$ cat src/rtl/ex_iter_divider.sv
// ex_iter_divider: handshaked iterative radix-2 restoring divider for EX1.
// Produces quotient, remainder and the destination tag together and holds
// them in DONE until the writeback side accepts. Signed and unsigned modes,
// flush, back-to-back issue and a fixed divide-by-zero result.
// Optional build macro EX_DIV_EARLY_OUT_EN: skip the dividend's leading
// zeros, shortening the iteration count without changing any result.
module ex_iter_divider #(
   parameter int WIDTH = 32,
   parameter int TAG_W = 5
) (
   input  logic             clk,
   input  logic             rst,
   input  logic             flush,
   input  logic             in_valid,
   output logic             in_ready,
   input  logic             in_signed,
   input  logic [WIDTH-1:0] in_dividend,
   input  logic [WIDTH-1:0] in_divisor,
   input  logic [TAG_W-1:0] in_tag,
   output logic             out_valid,
   input  logic             out_ready,
   output logic [WIDTH-1:0] out_quotient,
   output logic [WIDTH-1:0] out_remainder,
   output logic [TAG_W-1:0] out_tag,
   output logic             out_div_zero,
   output logic             busy
);

   localparam int CNT_W = $clog2(WIDTH + 1);

   typedef enum logic [2:0] {
      IDLE,
      PREP,
      CALC,
      FIX,
      DONE
   } state_e;

   state_e           state_q;

   logic [WIDTH-1:0] dividend_q;
   logic [WIDTH-1:0] divisor_q;
   logic             opSigned_q;
   logic [TAG_W-1:0] tag_q;

   logic [WIDTH-1:0] divMag_q;
   logic [WIDTH-1:0] rem_q;
   logic [WIDTH-1:0] quo_q;
   logic [CNT_W-1:0] count_q;
   logic             quoNeg_q;
   logic             remNeg_q;
   logic             divZero_q;

   logic             outValid_q;
   logic [WIDTH-1:0] outQuo_q;
   logic [WIDTH-1:0] outRem_q;
   logic [TAG_W-1:0] outTag_q;
   logic             outDivZero_q;

   logic             accept;
   logic             dividendNeg;
   logic             divisorNeg;
   logic [WIDTH-1:0] dividendMag;
   logic [WIDTH-1:0] divisorMag;
   logic [WIDTH:0]   remShift_d;
   logic [WIDTH:0]   remTrial_d;
   logic [WIDTH-1:0] remStep_d;
   logic [WIDTH-1:0] quoStep_d;
   logic [WIDTH-1:0] quoFix_d;
   logic [WIDTH-1:0] remFix_d;

   // A new operation is taken from IDLE, or from DONE in the same cycle the
   // held result is consumed, so back-to-back issue loses no cycle.
   assign in_ready = (state_q == IDLE) | ((state_q == DONE) & out_ready);
   assign accept   = in_valid & in_ready;
   assign busy     = (state_q != IDLE);

   assign out_valid     = outValid_q;
   assign out_quotient  = outQuo_q;
   assign out_remainder = outRem_q;
   assign out_tag       = outTag_q;
   assign out_div_zero  = outDivZero_q;

   // Operand magnitudes for PREP; in unsigned mode nothing is negated. The
   // magnitude of MIN is MIN itself, which is correct as an unsigned value.
   always_comb begin
      dividendNeg = opSigned_q & dividend_q[WIDTH-1];
      divisorNeg  = opSigned_q & divisor_q[WIDTH-1];
      dividendMag = dividendNeg ? (~dividend_q + 1'b1) : dividend_q;
      divisorMag  = divisorNeg  ? (~divisor_q  + 1'b1) : divisor_q;
   end

   // One restoring step: shift {rem, quo} left, trial-subtract the divisor
   // and keep the difference only when it did not go negative. The trial
   // value needs one extra bit because the shifted remainder can exceed WIDTH.
   always_comb begin
      remShift_d = {rem_q, quo_q[WIDTH-1]};
      remTrial_d = remShift_d - {1'b0, divMag_q};
      if (!remTrial_d[WIDTH]) begin
         remStep_d = remTrial_d[WIDTH-1:0];
         quoStep_d = {quo_q[WIDTH-2:0], 1'b1};
      end else begin
         remStep_d = remShift_d[WIDTH-1:0];
         quoStep_d = {quo_q[WIDTH-2:0], 1'b0};
      end
   end

   // Sign correction applied in FIX: quotient takes the xor of operand signs,
   // remainder takes the dividend sign. MIN / -1 falls out as MIN rem 0.
   always_comb begin
      quoFix_d = quoNeg_q ? (~quo_q + 1'b1) : quo_q;
      remFix_d = remNeg_q ? (~rem_q + 1'b1) : rem_q;
   end

`ifdef EX_DIV_EARLY_OUT_EN
   logic [CNT_W-1:0] leadZeros;
   logic             leadFound;

   // Leading-zero count of the dividend magnitude; equals WIDTH for zero.
   always_comb begin
      leadZeros = '0;
      leadFound = 1'b0;
      for (int i = WIDTH - 1; i >= 0; i--) begin
         if (!leadFound) begin
            if (dividendMag[i]) begin
               leadFound = 1'b1;
            end else begin
               leadZeros = leadZeros + CNT_W'(1);
            end
         end
      end
   end
`endif

   // Main FSM with registered outputs. Reset clears everything; flush only
   // abandons the operation and drops out_valid, and beats any request.
   // A zero divisor passes through FIX so its result lands two cycles after
   // the request, like a zero-length iteration run.
   always_ff @(posedge clk) begin
      if (rst) begin
         state_q      <= IDLE;
         dividend_q   <= '0;
         divisor_q    <= '0;
         opSigned_q   <= 1'b0;
         tag_q        <= '0;
         divMag_q     <= '0;
         rem_q        <= '0;
         quo_q        <= '0;
         count_q      <= '0;
         quoNeg_q     <= 1'b0;
         remNeg_q     <= 1'b0;
         divZero_q    <= 1'b0;
         outValid_q   <= 1'b0;
         outQuo_q     <= '0;
         outRem_q     <= '0;
         outTag_q     <= '0;
         outDivZero_q <= 1'b0;
      end else if (flush) begin
         state_q    <= IDLE;
         outValid_q <= 1'b0;
      end else begin
         if (accept) begin
            dividend_q <= in_dividend;
            divisor_q  <= in_divisor;
            opSigned_q <= in_signed;
            tag_q      <= in_tag;
         end
         case (state_q)
            IDLE: begin
               if (in_valid) begin
                  state_q <= PREP;
               end
            end
            PREP: begin
               quoNeg_q <= dividendNeg ^ divisorNeg;
               remNeg_q <= dividendNeg;
               divMag_q <= divisorMag;
               rem_q    <= '0;
               if (divisor_q == '0) begin
                  divZero_q <= 1'b1;
                  quo_q     <= '0;
                  count_q   <= '0;
                  state_q   <= FIX;
               end else begin
                  divZero_q <= 1'b0;
`ifdef EX_DIV_EARLY_OUT_EN
                  quo_q   <= dividendMag << leadZeros;
                  count_q <= CNT_W'(WIDTH) - leadZeros;
                  if (leadZeros == CNT_W'(WIDTH)) begin
                     state_q <= FIX;
                  end else begin
                     state_q <= CALC;
                  end
`else
                  quo_q   <= dividendMag;
                  count_q <= CNT_W'(WIDTH);
                  state_q <= CALC;
`endif
               end
            end
            CALC: begin
               rem_q   <= remStep_d;
               quo_q   <= quoStep_d;
               count_q <= count_q - CNT_W'(1);
               if (count_q == CNT_W'(1)) begin
                  state_q <= FIX;
               end
            end
            FIX: begin
               outQuo_q     <= divZero_q ? '1 : quoFix_d;
               outRem_q     <= divZero_q ? dividend_q : remFix_d;
               outTag_q     <= tag_q;
               outDivZero_q <= divZero_q;
               outValid_q   <= 1'b1;
               state_q      <= DONE;
            end
            DONE: begin
               if (out_ready) begin
                  outValid_q <= 1'b0;
                  if (in_valid) begin
                     state_q <= PREP;
                  end else begin
                     state_q <= IDLE;
                  end
               end
            end
            default: begin
               state_q    <= IDLE;
               outValid_q <= 1'b0;
            end
         endcase
      end
   end

endmodule

$ cat config.mk
export PLATFORM = sky130hd
export DESIGN_NAME = ex_iter_divider
export DESIGN_NICKNAME = d
export VERILOG_FILES = /design/src/rtl/ex_iter_divider.sv
export SDC_FILE = /design/constraint.sdc
export NUM_CORES = 1
export LEC_CHECK = 0
export BUFFER_PORTS_ARGS = -buffer_cell sky130_fd_sc_hd__buf_2
export CORE_MARGIN = 1
export CORE_UTILIZATION = 35
export CTS_CLUSTER_DIAMETER = 100
export DETAILED_ROUTE_END_ITERATION = 16
export PLACE_DENSITY = 0.5
export SLEW_MARGIN = 10
export SYNTH_ARGS = -nofsm -noshare
export SYNTH_HDL_FRONTEND = slang
export SYNTH_SLANG_ARGS = --single-unit
$ cat constraint.sdc
create_clock -name clk -period 7.5 [get_ports clk]
set_clock_uncertainty 0.1 [all_clocks]
set_input_delay 0.75 -clock clk [delete_from_list [all_inputs] [get_ports clk]]
set_output_delay 0.75 -clock clk [all_outputs]
set_load 0.01 [all_outputs]
# After elaboration in Yosys (flattened, before gate mapping)
# Cells that the tools add are included.
dict set report word_totals {
  register_bits 249
  latch_bits 0
  ramBits 0
  rom_bits 0
  in_bits 75
  output_inout_bits 73
  wordCells 77
  mem_count 0
}
dict set report classes {
  n_addsub 6
  multipliers 0
  div 0
  n_lt_le_gt_ge 0
  eq_ne 8
  shift 0
  muxes 22
  n_bitwise 12
  reduce_logical 12
}
# operator count
set op_table {}
lappend op_table {{$mux W32} 8}
lappend op_table {{$add A32 B1 Y32 const B} 4}
lappend op_table {{$not A32 Y32} 4}
lappend op_table {{$pmux W32 S2} 2}
lappend op_table {{$sub A33 B32 Y33} 1}
lappend op_table {{$logic_not A32 Y1} 1}
lappend op_table {{$pmux W3 S5} 1}
lappend op_table {{$pmux W6 S2} 1}
lappend op_table {{$reduce_and A2 Y1} 5}
lappend op_table {{$mux W3} 3}
lappend op_table {{$eq A3 B2 Y1 const B} 2}
lappend op_table {{$eq A6 B1 Y1 const B} 1}
lappend op_table {{$mux W6} 1}
lappend op_table {{$ne A2 B2 Y1 const B} 3}
lappend op_table {{$sub A6 B1 Y6 const B} 1}
lappend op_table {{$mux W1} 5}
lappend op_table {{$and A1 B1 Y1} 4}
lappend op_table {{$eq A3 B1 Y1 const B} 1}
lappend op_table {{$eq A3 B3 Y1 const B} 1}
lappend op_table {{$logic_not A3 Y1} 1}
lappend op_table {{$pmux W1 S3} 1}
lappend op_table {{$reduce_and A3 Y1} 1}
lappend op_table {{$reduce_bool A3 Y1} 1}
lappend op_table {{$reduce_or A3 Y1} 1}
lappend op_table {{other kinds (5)} 6}

# Logic depth before layout (Yosys ltp)
dict set report logic_depth {
  depth_word 5
  depth_mapped 13
  ltp_nobuf 11
}

# Worst setup path after synthesis
# No wires, ideal clock.
dict set report synth_timing {
  path_type {reg-to-reg}
  from {reg rem_q[11]}
  to {reg rem_q[12]}
  setup_ns 0.131
  t_arrival_ns 2.818
  t_required_ns 7.269
  slack_ns 4.451
  stages_incl_launch_ff 13
  path_buffers 3
  period_less_slack_ns 3.049
  cell_sequence {dfxtp_1 -> ha_1 -> buf_2 -> a21oi_1 -> nand2_1 -> a221oi_1 -> o211ai_1 -> a211o_1 -> and3_1 -> clkbuf_1 -> nor2_2 -> buf_2 -> o211ai_1}
}
dict set report synth_via {
  elab_chain_len 3
}
# item line_no
set synth_lines {}
lappend synth_lines {{from (decl)} 47} ;# logic [WIDTH-1:0] rem_q;
lappend synth_lines {{from (signal assigned)} 202} ;# rem_q <= remStep_d;
lappend synth_lines {{$sub A33 B32 Y33} 98} ;# remTrial_d = remShift_d - {1'b0, divMag_q};
lappend synth_lines {{$mux W32 (*)} 99} ;# if (!remTrial_d[WIDTH]) begin
lappend synth_lines {{$pmux W32 S2 (*)} 168} ;# case (state_q)
# Mark *: on every way between the ends. The rest lies on a longest branch, timed or not.
# A chain may end at the register's enable or synchronous reset.

# Final worst setup path
dict set report layout_timing {
  from {reg rem_q[11]}
  to {reg rem_q[17]}
}
dict set report layout_via {
  elab_chain_len 3
}
# item line_no
set layout_lines {}
lappend layout_lines {{$sub A33 B32 Y33} 98}
lappend layout_lines {{$mux W32} 99}
lappend layout_lines {{$pmux W32 S2} 168}
# Every way passes these cells.

==> impl_metrics.toml <==
[detailed_routing]
vias = 13310
drt-initial-drc-count = 949
detail-route-antenna-nets = 0
average_wire_per_standard_cell_um = 17.59
routed_via_density = 5.367
postRouteWirelength_um = 43620
count_of_unresolved_drc_violations_after_routing = 0
dr.pass1.iters = 5

[synth]
synth_area_um2 = 14250
synthCells = 1870
yosys.cell_count.top_type = "nand2_1"
synthesized_net_count = 1984
postSynthRegisterBits = 249
synthArstFlopShare_pct = 0
yosys-mux-area-fraction_pct = 0.4917
dominantRegCellSynth = "dfxtp_1"
largest_cells_by_area_after_synthesis = "dfxtp_1, nand2_1, a21oi_1"
yosysUniqueCellTypes = 69
yosys.area_share.simple_pct = 23.56
post_synth_most_frequent_cells = "nand2_1, dfxtp_1, a21oi_1, nor2_1, clkbuf_1"
post_synthesis_compound_gate_area_fraction_pct = 23.66
ys.warnings.count = 0
synth_sequential_area_ratio_pct = 34.98
synth_top_area_share_pct = 34.98
main_combinational_cell_family_by_area_after_synthesis = "compound AO/OA/AOI/OAI gates"
synth.avg_cell_area_um2 = 7.621
synth_fa_ha_area_share_pct = 3.477
synth_enable_flop_cells = 0
synth_xor_area_share_pct = 8.481
biggest_area_consumer_among_synthesized_cells = "dfxtp_1"

[run_status]
status = "complete, no violations"

[grt]
grtUsageTotal_pct = 20.76
first_global_vias = 12600
antenna_found_initial = 0
grt_max_degree = 87
grt_pass1_wl_um = 69660
overflow = 0

[place]
place.detailed.hpwl_um = 31960
post-place-ws_ps = 3489
gp_congestion = 0.8922
placement.io_buffers = 147

[setup_path]
path_delay_family = "compound AO/OA/AOI/OAI gates"
setup.worst_path.end_class = "flip-flop"
timing_worst_setup_path_type = "flip-flop to flip-flop"
path_max_fanout = 27
data_arrival_critical_path_ps = 4320
critical_path.most_common_cell = "o211ai_1"
start_kind = "flip-flop"
reg2reg_to = "rem_q[17]"
path_cells = "ha_1 > a21oi_1 > nand2_1 > a221oi_1 > o211ai_1 > a211o_1 > and3_1 > nor2_2 > o211ai_1"
timing.critical_path.buf_inv = 0
worst-r2r-setup-slack_ps = 3500
critPathCapture = "rem_q[17]"
reg2regPathDepth = 9
cp_data_required_time_ps = 7820
biggest_cell_delay_along_the_critical_path_ps = 940
worst-path-stages = 9
r2r_start = "rem_q[11]"
worst_path_max_delay_cell = "nor2_2"
critPathLaunch = "rem_q[11]"

[timing]
achievable-frequency_ghz = 0.2501
setup_tns_ps = 0
fin_hold_ws_ps = 296.3
worst_slew_margin_rel_pct = 21.51
worst_slack_ps = 3502
layout_worst_path_cycle_share_pct = 53.31
total_count_of_max_transition_violations_in_the_final_report = 0
finalHoldViolCount = 0
tightest_slew_ps = 1176
finalSetupViolCount = 0
rsz0062_at_grt = "false"
final.min_clock_period_ps = 3998

[clocking]
cts-root-to-sink-buffers = 3
cts_buf_count = 31
h-tree-depth = 1
clock_tree_from_tritoncts = "done"
cts.hold.buffers_added = 0
cts_setup_buffers = 0
cts_repair_resize_count = 0
clock_input_transition_at_the_sequential_cells_of_the_worst_setup_and_hold_paths_ps = 60
worst_skew_pair.late_latency_ps = 590
clock_sinks = 249
cts_root_buf = "clkbuf_16"

[final_layout]
drive_gt1_share_pct = 13.30
synthToLayoutAreaGrowth_pct = 14.79
diodes = 0
finish.net_count = 2046
finish.utilization_pct = 40.99

[floorplan]
pin_count = 148
placeableCoreArea_um2 = 39910
die-width_um = 203.8
dieArea_um2 = 41530
core.rowCount = 73
die_h_um = 203.8
initial_core_util_pct = 35.70

[pwr]
leakagePower_nw = 6.332
power-per-cell-area_nw_per_um2 = 217.9
power.ir.vdd_worst_mv = 0.1894
post-layout-total-power_mw = 3.565

[hold_path]
hp-class = "input port to flip-flop"

[flow_run]
maxCapViolations = 0
-- report_power, final --
| part | total (mW) | internal, mW | switching, mW |
|---|---|---|---|
| Sequential | 1.42 | 1.36 | 0.0560 |
| Clock | 1.58 | 0.975 | 0.607 |
| Combinational | 0.563 | 0.199 | 0.364 |
-- metrics by stage --
step,instances,instance area (um^2)
floorplan,1870,14250
global placement,2424,15280
detailed placement,2424,15280
CTS,2480,16360
global route,2480,16360
finish,2480,16360
-- logic make-up after synthesis --
kind of cell,count (synthesis)
flops,249
xor+xnor,138
buf+inv,197
mux,7
fa+ha+maj,39
simple gates,732
compound gates,508
-- area by class of cell --
cell class                      count  area (um^2)
Fill cell                        4211        23560
Multi-Input combinational cell   1424         8534
Sequential cell                   249         4986
Clock buffer                       46        912.1
Timing Repair Buffer              163        862.1
Tap cell                          525        656.9
Inverter                           63        236.5
Clock inverter                     10        171.4
-- worst min path at each step --
stage | startpoint | to | slack, ps | cells past startpoint
floorplan | tag_q[0] | out_tag[0] | 330 | 2
global placement | tag_q[2] | out_tag[2] | 340 | 2
detailed placement | out_remainder[20] | out_remainder[20] | 350 | 2
CTS | in_divisor[14] | divisor_q[14] | 270 | 3
global route | in_dividend[7] | dividend_q[7] | 290 | 3
finish | in_dividend[3] | dividend_q[3] | 300 | 3
-- routing by layer --
metal | track usage [%] | wire length, um | vias to the layer above | part of all wire, %
met1 | 29.54 | 21630 | 6244 | 50
met2 | 32.40 | 19020 | 265 | 44
li1 | - | - | 6742 | -
met5 | 0 | 0 | - | 0
met4 | 6.096 | 1175 | 0 | 2.7
met3 | 2.812 | 1804 | 60 | 4.1
-- placed cells by master (no fill, tap or decap), types with 6 or more instances in the layout --
cell type and instances:
or4_1 13, nor4_1 9, a311oi_1 7, xnor2_1 62
nor2_1 141, o31ai_1 30, o211ai_1 36, mux2i_1 7
or2_2 6, a21oi_1 161, buf_4 16, a31oi_1 12
xor2_1 76, o41ai_2 10, clkbuf_16 31, o21ai_0 71
a211oi_1 43, clkbuf_1 7, buf_2 146, nor3_1 62
ha_1 38, o21ai_1 15, dfxtp_1 248, nand2_1 356
o21a_1 6, o22ai_1 16, a21o_1 16, nand4_1 27
inv_1 63, clkbuf_8 8, and3_1 10, nand2b_1 18
a21boi_0 10, a221oi_1 29, o41ai_1 14, nand3_1 19
or3_1 24
-- state kept, by name, indices dropped and copies added, names as in the netlist --
| register | cells |
|---|---|
| out_quotient | 32 |
| out_valid | 1 |
| divMag_q | 32 |
| opSigned_q | 1 |
| out_remainder | 32 |
| quoNeg_q | 1 |
| dividend_q | 32 |
| count_q | 6 |
| quo_q | 32 |
| remNeg_q | 1 |
| state_q | 3 |
| rem_q | 32 |
| tag_q | 5 |
| divisor_q | 32 |
| divZero_q | 1 |
| out_div_zero | 1 |
| out_tag | 5 |
-- tightest hold or removal path, stage by stage --
cell and delay (ps):
buf_2 100, nand2_1 40, a21oi_1 50
Power figures use the tool's default switching activity.
